## config.mk

```make
export PLATFORM = sky130hd
export DESIGN_NAME = dmem_arbiter
export DESIGN_NICKNAME = d
export VERILOG_FILES = /design/src/rtl/dmem_arb_pkg.sv /design/src/rtl/dmem_starve_counter.sv /design/src/rtl/dmem_arbiter.sv
export SDC_FILE = /design/constraint.sdc
export NUM_CORES = 1
export LEC_CHECK = 0
export BUFFER_PORTS_ARGS = -buffer_cell sky130_fd_sc_hd__buf_4
export CORE_MARGIN = 2
export CORE_UTILIZATION = 40
export CTS_CLUSTER_DIAMETER = 50
export DETAILED_ROUTE_END_ITERATION = 12
export PLACE_DENSITY = 0.87
export REMOVE_ABC_BUFFERS = 1
export SLEW_MARGIN = 20
export SYNTH_ARGS = -nofsm -noshare
export SYNTH_HDL_FRONTEND = slang
export SYNTH_SLANG_ARGS = --single-unit
```

## constraint.sdc

```tcl
create_clock -name clock -period 2.5 [get_ports clock]
set_input_delay 0.5 -clock clock [delete_from_list [all_inputs] [get_ports clock]]
set_output_delay 0.5 -clock clock [all_outputs]
set_load 0.02 [all_outputs]
```

## src/rtl/dmem_arb_pkg.sv

```systemverilog
// Shared types and constants for the data-memory arbiter.
// Latency: n/a (declarations only).
// Backpressure: n/a.
package dmem_arb_pkg;

    // Arbitration mode: CPU priority, or DMA forced after starvation.
    typedef enum logic {
        ARB_CPU       = 1'b0,
        ARB_DMA_FORCE = 1'b1
    } arb_state_t;

    // Requester indices into the grant vector.
    localparam int PORT_CPU  = 0;
    localparam int PORT_DMA  = 1;
    localparam int NUM_PORTS = 2;

    // Width of the DMA starvation counter; supports limits up to 15.
    localparam int STARVE_CW = 4;

endpackage

```

## src/rtl/dmem_starve_counter.sv

```systemverilog
// Saturating count of consecutive denied DMA cycles, with clear.
// Latency: count updates at the clock edge; limit_next_o is combinational.
// Backpressure: none; it only observes the DMA grant/deny outcome.
module dmem_starve_counter
    import dmem_arb_pkg::*;
#(
    parameter int LIMIT = 4
) (
    input  logic clk,
    input  logic reset,
    input  logic inc_i,
    input  logic clr_i,
    output logic limit_next_o
);

    localparam logic [STARVE_CW-1:0] LIM = STARVE_CW'(LIMIT);

    logic [STARVE_CW-1:0] cnt_q;
    logic [STARVE_CW-1:0] cnt_d;

    // Next count: clear wins, otherwise count up and stick at the limit.
    always_comb begin
        cnt_d = cnt_q;
        if (clr_i) begin
            cnt_d = '0;
        end else if (inc_i && (cnt_q != LIM)) begin
            cnt_d = cnt_q + 1'b1;
        end
    end

    // Count register.
    always_ff @(posedge clk) begin
        if (reset) begin
            cnt_q <= '0;
        end else begin
            cnt_q <= cnt_d;
        end
    end

    // Flagging the edge at which the limit is reached lets the arbiter
    // switch mode in time for the very next cycle.
    assign limit_next_o = (cnt_d == LIM);

endmodule

```

## src/rtl/dmem_arbiter.sv

```systemverilog
// Grants one of CPU / DMA per cycle to the single-port data memory; registered read return.
// Latency: grant combinational in the request cycle; read data/rvalid one cycle after grant.
// Backpressure: ungranted requester sees ready=0 (CPU also sees stall); optional anti-starvation via DMEM_ARB_STARVE_EN.
module dmem_arbiter
    import dmem_arb_pkg::*;
#(
    parameter int ADDRESS_LINE = 8,
    parameter int STARVE_LIMIT = 4
) (
    input  logic                    clock,
    input  logic                    reset,
    input  logic                    cpu_req,
    input  logic                    cpu_we,
    input  logic [ADDRESS_LINE-1:0] cpu_addr,
    input  logic [7:0]              cpu_wdata,
    output logic                    cpu_ready,
    output logic                    cpu_stall,
    output logic [7:0]              cpu_rdata,
    output logic                    cpu_rvalid,
    input  logic                    dma_req,
    input  logic                    dma_we,
    input  logic [ADDRESS_LINE-1:0] dma_addr,
    input  logic [7:0]              dma_wdata,
    output logic                    dma_ready,
    output logic [7:0]              dma_rdata,
    output logic                    dma_rvalid,
    output logic [ADDRESS_LINE-1:0] mem_address,
    output logic [7:0]              mem_write_data,
    output logic                    mem_write,
    output logic                    mem_read,
    input  logic [7:0]              mem_read_data
);

    if ((STARVE_LIMIT < 1) || (STARVE_LIMIT > 15)) begin : g_limit_check
        $error("STARVE_LIMIT must be within 1..15");
    end

    logic [NUM_PORTS-1:0] grant;
    logic                 dma_force;

`ifdef DMEM_ARB_STARVE_EN
    arb_state_t state_q;
    logic       limit_next;

    dmem_starve_counter #(
        .LIMIT (STARVE_LIMIT)
    ) u_starve (
        .clk          (clock),
        .reset        (reset),
        .inc_i        (dma_req & ~grant[PORT_DMA]),
        .clr_i        (~dma_req | grant[PORT_DMA]),
        .limit_next_o (limit_next)
    );

    // Arbitration mode: force DMA once starved, release on its grant.
    always_ff @(posedge clock) begin
        if (reset) begin
            state_q <= ARB_CPU;
        end else begin
            case (state_q)
                ARB_CPU:       if (limit_next)       state_q <= ARB_DMA_FORCE;
                ARB_DMA_FORCE: if (grant[PORT_DMA])  state_q <= ARB_CPU;
                default:                             state_q <= ARB_CPU;
            endcase
        end
    end

    assign dma_force = (state_q == ARB_DMA_FORCE);
`else
    // Strict CPU priority: DMA only uses idle CPU cycles.
    assign dma_force = 1'b0;
`endif

    // Grant selection; nothing is granted while reset is held.
    always_comb begin
        grant = '0;
        if (!reset) begin
            if (dma_req && (dma_force || !cpu_req)) begin
                grant[PORT_DMA] = 1'b1;
            end else if (cpu_req) begin
                grant[PORT_CPU] = 1'b1;
            end
        end
    end

    // Memory-side mux: drive the winner's fields, all zero when idle.
    always_comb begin
        mem_address    = '0;
        mem_write_data = '0;
        mem_write      = 1'b0;
        mem_read       = 1'b0;
        if (grant[PORT_CPU]) begin
            mem_address    = cpu_addr;
            mem_write_data = cpu_wdata;
            mem_write      = cpu_we;
            mem_read       = ~cpu_we;
        end else if (grant[PORT_DMA]) begin
            mem_address    = dma_addr;
            mem_write_data = dma_wdata;
            mem_write      = dma_we;
            mem_read       = ~dma_we;
        end
    end

    logic [7:0] cpu_rdata_q;
    logic [7:0] dma_rdata_q;
    logic       cpu_rvalid_q;
    logic       dma_rvalid_q;

    // Read return: capture memory data at the grant edge of a read.
    always_ff @(posedge clock) begin
        if (reset) begin
            cpu_rdata_q  <= '0;
            dma_rdata_q  <= '0;
            cpu_rvalid_q <= 1'b0;
            dma_rvalid_q <= 1'b0;
        end else begin
            cpu_rvalid_q <= grant[PORT_CPU] & ~cpu_we;
            dma_rvalid_q <= grant[PORT_DMA] & ~dma_we;
            if (grant[PORT_CPU] && !cpu_we) cpu_rdata_q <= mem_read_data;
            if (grant[PORT_DMA] && !dma_we) dma_rdata_q <= mem_read_data;
        end
    end

    assign cpu_ready  = grant[PORT_CPU];
    assign dma_ready  = grant[PORT_DMA];
    assign cpu_stall  = cpu_req & ~grant[PORT_CPU];
    assign cpu_rdata  = cpu_rdata_q;
    assign dma_rdata  = dma_rdata_q;
    // A read pending when reset arrives is dropped immediately.
    assign cpu_rvalid = cpu_rvalid_q & ~reset;
    assign dma_rvalid = dma_rvalid_q & ~reset;

endmodule

```

Word-level counts from Yosys, hierarchy flattened
Index checks and enable logic that the tools add are counted.
{"block": "word_totals", "ff_bits": 18, "inputBits": 46, "out_inout_bits": 39, "wordCells": 31}
{"block": "op_classes", "mux": 12, "bitwise": 9, "n_reduce_logical": 6}
{"cell": "$mux 8", "count": 4}
{"cell": "$mux 1", "count": 7}
{"cell": "$and 1x1->1", "count": 5}
{"cell": "$not 1->1", "count": 4}
{"cell": "$logic_and 1x1->1", "count": 3}
{"cell": "$logic_not 1->1", "count": 3}
{"cell": "$mux 2", "count": 1}

Longest topological paths before layout
Gate-level depths: netlist of the first run.
{"block": "depth", "ltp_word": 6, "ltp_mapped": 4}

Worst setup path after synthesis of the first run
Ideal clock, no wire load.
{"block": "synth_path", "kind": "input to output", "startpoint": "input dma_req", "endpoint": "output dma_ready", "arrival_time_ns": 1.354, "required_time_ns": 2.000, "setup_slack_ns": 0.646, "path_stages": 3, "path_buffers": 2, "path_cell_list": "buf_4 -> buf_2 -> nor3b_1"}
{"block": "synth_between", "elab_chain_cells": 3}
{"item": "from (decl)", "line": "dmem_arbiter.sv:20", "text": "input logic dma_req,"}
{"item": "$logic_and 1x1->1", "line": "dmem_arbiter.sv:78", "text": "if (dma_req && (dma_force || !cpu_req)) begin"}
{"item": "$mux 1", "line": "dmem_arbiter.sv:78"}
{"item": "$mux 2", "line": "dmem_arbiter.sv:77", "text": "if (!reset) begin"}
{"item": "to (decl)", "line": "dmem_arbiter.sv:24", "text": "output logic dma_ready,"}
No other way between the ends.

Final worst setup path of the first run
{"block": "layout_path", "startpoint": "input cpu_req", "endpoint": "output mem_read"}
{"block": "layout_between", "elab_chain_cells": 6, "word_cells_on_any_way": 8, "classes_between": "mux (6); reduce/logical (2)"}
{"item": "from (decl)", "line": "dmem_arbiter.sv:12", "text": "input logic cpu_req,"}
{"item": "$logic_not 1->1", "line": "dmem_arbiter.sv:78"}
{"item": "$logic_and 1x1->1", "line": "dmem_arbiter.sv:78"}
{"item": "$mux 1", "line": "dmem_arbiter.sv:78"}
{"item": "$mux 2 (*)", "line": "dmem_arbiter.sv:77"}
{"item": "$mux 1", "line": "dmem_arbiter.sv:97", "text": "end else if (grant[PORT_DMA]) begin"}
{"item": "$mux 1 (*)", "line": "dmem_arbiter.sv:92", "text": "if (grant[PORT_CPU]) begin"}
{"item": "to (decl)", "line": "dmem_arbiter.sv:30", "text": "output logic mem_read,"}
Every way passes the cells marked *; elsewhere a longest branch is shown, timed or not.

==> summary.txt, run 1 <==
CP required - 2000 ps
Clock Pin Slew Worst Setup and Hold Paths - 90 ps
Via density - 4.879
initial DRC count - 11
setup violators final - 0
YS warnings - 0
maximum VDD drop - 0.3361 mV
reg2reg setup slack - 1890 ps
fin crit share - 79.41%
clk_skew - 0 ps
Slew Limit Fails - 0
critical path fanouts, max - 41
DRC - 0
CP arrival - 1490 ps
syn avg cell area - 7.040 um^2
leak pwr - 0.7605 nW
n_diodes - 0
DRT antenna net count - 0
Hold Violations, Final - 0
Reg2Reg Depth - 2
status - complete, no violations
die area - 2915 um^2
Crit Path Category - in -> out
Wirelength per Cell - 11.28 um
die span in x - 53.99 um
H-Tree Depth - 1
layout cells sized above 1 - 41.74%
most common cell after layout, fill and taps aside - buf_4
post-synthesis instance area - 999.7 um^2
Min-Delay Path Depth - 2
slew margin rel. - 66.43%
largest net degree at the start of global routing - 42
setup TNS - 0 ps
postcts setup bufs - 0
CP endpoint kind - output pin
area leader, netlist - dfxtp_1
HP Start - cpu_we
Area Overhead vs Synth - 64.08%
clock sinks - 18
CTS resizes - 0
Final Wtd Congestion - 0.7126
Max clock buf depth - 2
core area - 2432 um^2
min-delay worst type - in -> reg
vias in the first global route - 975
Worst-Margin Slew - 502.5 ps
Core Util, Final - 67.44%
row cnt - 18
FMAX - 0.5037 GHz
#FFs+latches synth - 18
gr usage total - 18.47%
Yosys cell types - 16
Post-DP HPWL - 2080 um
Syn Inst Count - 142
Tmin final - 1985 ps
clk root buf - clkbuf_4
hold_buf cts - 0
Max-Cap Viols - 0
Fillers - 233
register area share after synthesis - 36.05%
Num CTS Buffers - 3
Vias - 1210
PortBufs - 84
Overflow after GRT - 0
startpoint types - input port
Worst Hold Path EP - cpu_rvalid_q
Worst R2R Start - cpu_rdata[7]
reg2reg end - cpu_rdata[7]
io pins - 85
global-route wire length before repair - 4002 um
RSZ-0062 raised after global routing - false
post-synth top area share - 36.05%
most frequent cells in the layout - buf_4, nand2_1, a21oi_1
initial antenna violation count - 0
final WL - 2797 um
Tot Pwr - 0.6894 mW
DRT Pass-1 Iters - 4
die height - 53.99 um
Layout Nets - 265
PD cells - 420.3 nW/um^2
CTS tree - built
Clk Latency, worst-skew pair - 300 ps
Initial Util - 41.10%
Area contributors post-synth - dfxtp_1, nand2_1, a21oi_1
-- Yosys cell counts --
cell,n
nor3b_1,1
buf_6,1
a21oi_2,1
nand2b_1,1
nor3b_4,1
nor2_1,1
nand2_1,49
a21oi_1,33
dfxtp_1,18
nor2b_1,5
clkbuf_1,4
buf_4,2
and2_1,1
nand3b_1,17
buf_2,6
or3b_1,1
-- worst max-delay path by stage --
stage | from | slack [ps] | endpoint
2_1_floorplan | cpu_req | 700 | mem_read
3_3_place_gp | cpu_req | 530 | mem_read
3_5_place_dp | cpu_req | 530 | mem_read
4_1_cts | cpu_req | 530 | mem_read
5_1_grt | cpu_req | 480 | mem_read
6_report | cpu_req | 510 | mem_read
-- metrics by stage --
step	cell area (um^2)	setup WS, ps	hold WS [ps]	instances
after floorplan	928.4	703.6	528.4	129
after global placement	1604	527.7	442.9	244
after detailed placement	1604	529.9	448.2	244
after CTS	1640	528.3	369.4	248
after global routing	1640	481.1	368.7	248
final	1640	514.7	370.6	248
-- flip-flops by register name, indices dropped and copies added, names as in the netlist --
| register | count |
|---|---|
| dma_rvalid_q | 1 |
| cpu_rvalid_q | 1 |
| dma_rdata | 8 |
| cpu_rdata | 8 |
-- power by group --
part           switching (mW)  total (mW)  internal, mW
combinational           0.105       0.210         0.105
sequential            0.00539       0.303         0.298
clock                  0.0872       0.176        0.0890
-- layout make-up --
class	count	area [um^2]	share of cell area [%]
Tap cell	30	37.54	2.288
Sequential cell	18	360.3	21.97
Clock buffer	4	36.28	2.212
Timing Repair Buffer	85	638.1	38.90
Multi-Input combinational cell	111	568.0	34.63
-- metal layers --
layer | GRT usage, % | part of all wire, % | routed length [um]
met1 | 21.91 | 42 | 1169
met2 | 31.30 | 44 | 1237
met3 | 5.000 | 12 | 346
met4 | 7.500 | 1.5 | 43
met5 | 0 | 0 | 0
-- worst max-delay path, stage by stage --
cell	delay [ps]
buf_4	220
or3b_1	440
a21oi_2	160
buf_4	160
-- kinds of logic after synthesis --
| family | after synthesis | share of synthesized area [%] |
|---|---|---|
| AOI/OAI and AO/OA | 34 | 17.40 |
| and+or+nand+nor | 77 | 39.43 |
| DFF | 18 | 36.05 |
| buffers and inverters | 13 | 7.133 |
Power figures use the tool's default switching activity.
==> run 2: changes to the inputs <==
- ABC_AREA: not set -> 1
- CORE_UTILIZATION: 40 -> 39
- PLACE_DENSITY: 0.87 -> 0.83
- clock period: 2.5 -> 2 ns (I/O delays scaled with it)
==> run 2 against run 1 <==
Sequential power grew 26%; core utilization shrank 3.4 points; die area grew 11%; highest routed layer unchanged; worst hold slack gained 11 ps.
==> summary.txt, run 2 <==
synth cell count leaders - nand2_1, inv_1, dfxtp_1
fin crit share - 80.87%
Core Util, Final - 64.04%
CP endpoint kind - output pin
row cnt - 19
vias in the first global route - 1103
die span in x - 56.77 um
Yosys cell types - 19
CP arrival - 1220 ps
startpoint types - input port
initial antenna violation count - 0
largest net degree at the start of global routing - 20
layout cells sized above 1 - 44.35%
CTS resizes - 0
slew margin rel. - 69.76%
Crit Path Category - in -> out
Comb pwr share - 33.8%
PortBufs - 84
Post-DP HPWL - 2508 um
FMAX - 0.6183 GHz
NetSw - 0.2619 mW
die height - 56.77 um
area leader, netlist - dfxtp_1
fin area - 1735 um^2
most common cell after layout, fill and taps aside - buf_4
Seq pwr share - 45.5%
YS warnings - 0
Slew Limit Fails - 0
final WL - 3131 um
Overflow after GRT - 0
H-Tree Depth - 1
clk root buf - clkbuf_4
count leader, synth - nand2_1
clock sinks - 18
Via density - 4.545
leak pwr - 1.024 nW
hold_buf cts - 0
Area contributors post-synth - dfxtp_1, nand2_1, inv_1
CP required - 1600 ps
register area share after synthesis - 33.18%
Num CTS Buffers - 3
PD cells - 484.3 nW/um^2
setup TNS - 0 ps
Layout Nets - 296
DRT antenna net count - 0
gr usage total - 19.26%
CTS tree - built
clk_skew - 0 ps
RSZ-0062 raised after global routing - false
Tot Pwr - 0.8405 mW
Worst-Margin Slew - 453.1 ps
Syn Inst Count - 165
maximum VDD drop - 0.4491 mV
setup violators final - 0
Post-synth EDFFs - 0
initial DRC count - 83
io pins - 85
Vias - 1268
Sw Share - 31.16%
Clock Pin Slew Worst Setup and Hold Paths - 90 ps
Area Overhead vs Synth - 59.79%
status - complete, no violations
clock share of power - 20.7%
cell internal pwr - 0.5786 mW
Main synth FF type - dfxtp_1
DRC - 0
Final Wtd Congestion - 0.8719
critical path fanouts, max - 10
Fillers - 279
n_diodes - 0
postcts setup bufs - 0
most frequent cells in the layout - buf_4, nand2_1, inv_1
post-synthesis instance area - 1086 um^2
global-route wire length before repair - 4899 um
die area - 3223 um^2
min-delay worst type - in -> reg
share of flip-flops with an asynchronous set or reset - 0%
Hold Violations, Final - 0
syn avg cell area - 6.582 um^2
core area - 2710 um^2
post-synth top area share - 33.18%
Wirelength per Cell - 11.22 um
Initial Util - 40.07%
#FFs+latches synth - 18
Max-Cap Viols - 0
Max clock buf depth - 2
Clk Latency, worst-skew pair - 280 ps
Cell Area, Placed - 1713 um^2
DRT Pass-1 Iters - 4
Tmin final - 1617 ps
==> run 2: cell count changes after synthesis, sizes merged, moves of 3 or more <==
cell    before  now
clkbuf       4    0
a21oi       34    0
nand3b      17    0
nand2       49   69
nand4        0    8
nor2         1   12
buf          9    6
nor2b        5    0
o21ai        0    9
nand3        0    9
inv          0   33
==> run 2: layout make-up <==
| class | instances | area (um^2) | share of cell area (%) |
|---|---|---|---|
| inverter | 34 | 130.1 | 7.498 |
| sequential | 18 | 360.3 | 20.76 |
| multi-input combinational | 107 | 538.0 | 31.00 |
| clock buffer | 3 | 22.52 | 1.298 |
| timing repair buffer | 86 | 645.6 | 37.20 |
| tap | 31 | 38.79 | 2.235 |
==> run 2: worst paths after layout <==
| check | from | endpoint | slack (ps) | depth (start not counted) |
|---|---|---|---|---|
| worst max register to register | dma_rdata[3] | dma_rdata[3] | 1350 | 4 |
| worst max-delay path | reset | mem_read | 380 | 6 |
| worst min register to register | cpu_rdata[4] | cpu_rdata[4] | 490 | 2 |
| worst min-delay path | mem_read_data[2] | cpu_rdata[2] | 380 | 3 |
==> run 2: cells by family after synthesis <==
| logic type | share of synthesized area (%) |
|---|---|
| flip-flops | 33.18 |
| AO/OA/AOI/OAI | 6.912 |
| AND/OR/NAND/NOR | 42.63 |
| buffers and inverters | 17.28 |
==> run 2: power by group through the flow <==
stage,Sequential (mW),Clock (mW),Combinational [mW]
floorplan,0.407,0,0.113
global placement,0.390,0,0.282
detailed placement,0.390,0,0.286
CTS,0.382,0.184,0.287
global route,0.384,0.196,0.307
finish,0.382,0.174,0.284
==> run 2: worst max-delay path: stages <==
cell and delay, ps:
buf_4 150, nor2_4 120, buf_4 180, nand3_4 130, nand2_1 100, buf_4 130
==> run 2: stage by stage <==
step           worst slack, ps  hold slack, ps  cells
2_1_floorplan            409.6           567.3    159
3_3_place_gp             395.5           475.7    276
3_5_place_dp             379.4           484.1    276
4_1_cts                  371.3           368.2    279
5_1_grt                  324.0           382.3    279
6_report                 382.6           381.4    279
==> run 2: per-layer routing <==
metal / global-route usage, % / share of wire, %
met1: 23.40 / 39
met2: 32.56 / 48
met3: 5.069 / 12
met4: 6.977 / 1.9
met5: 0 / 0
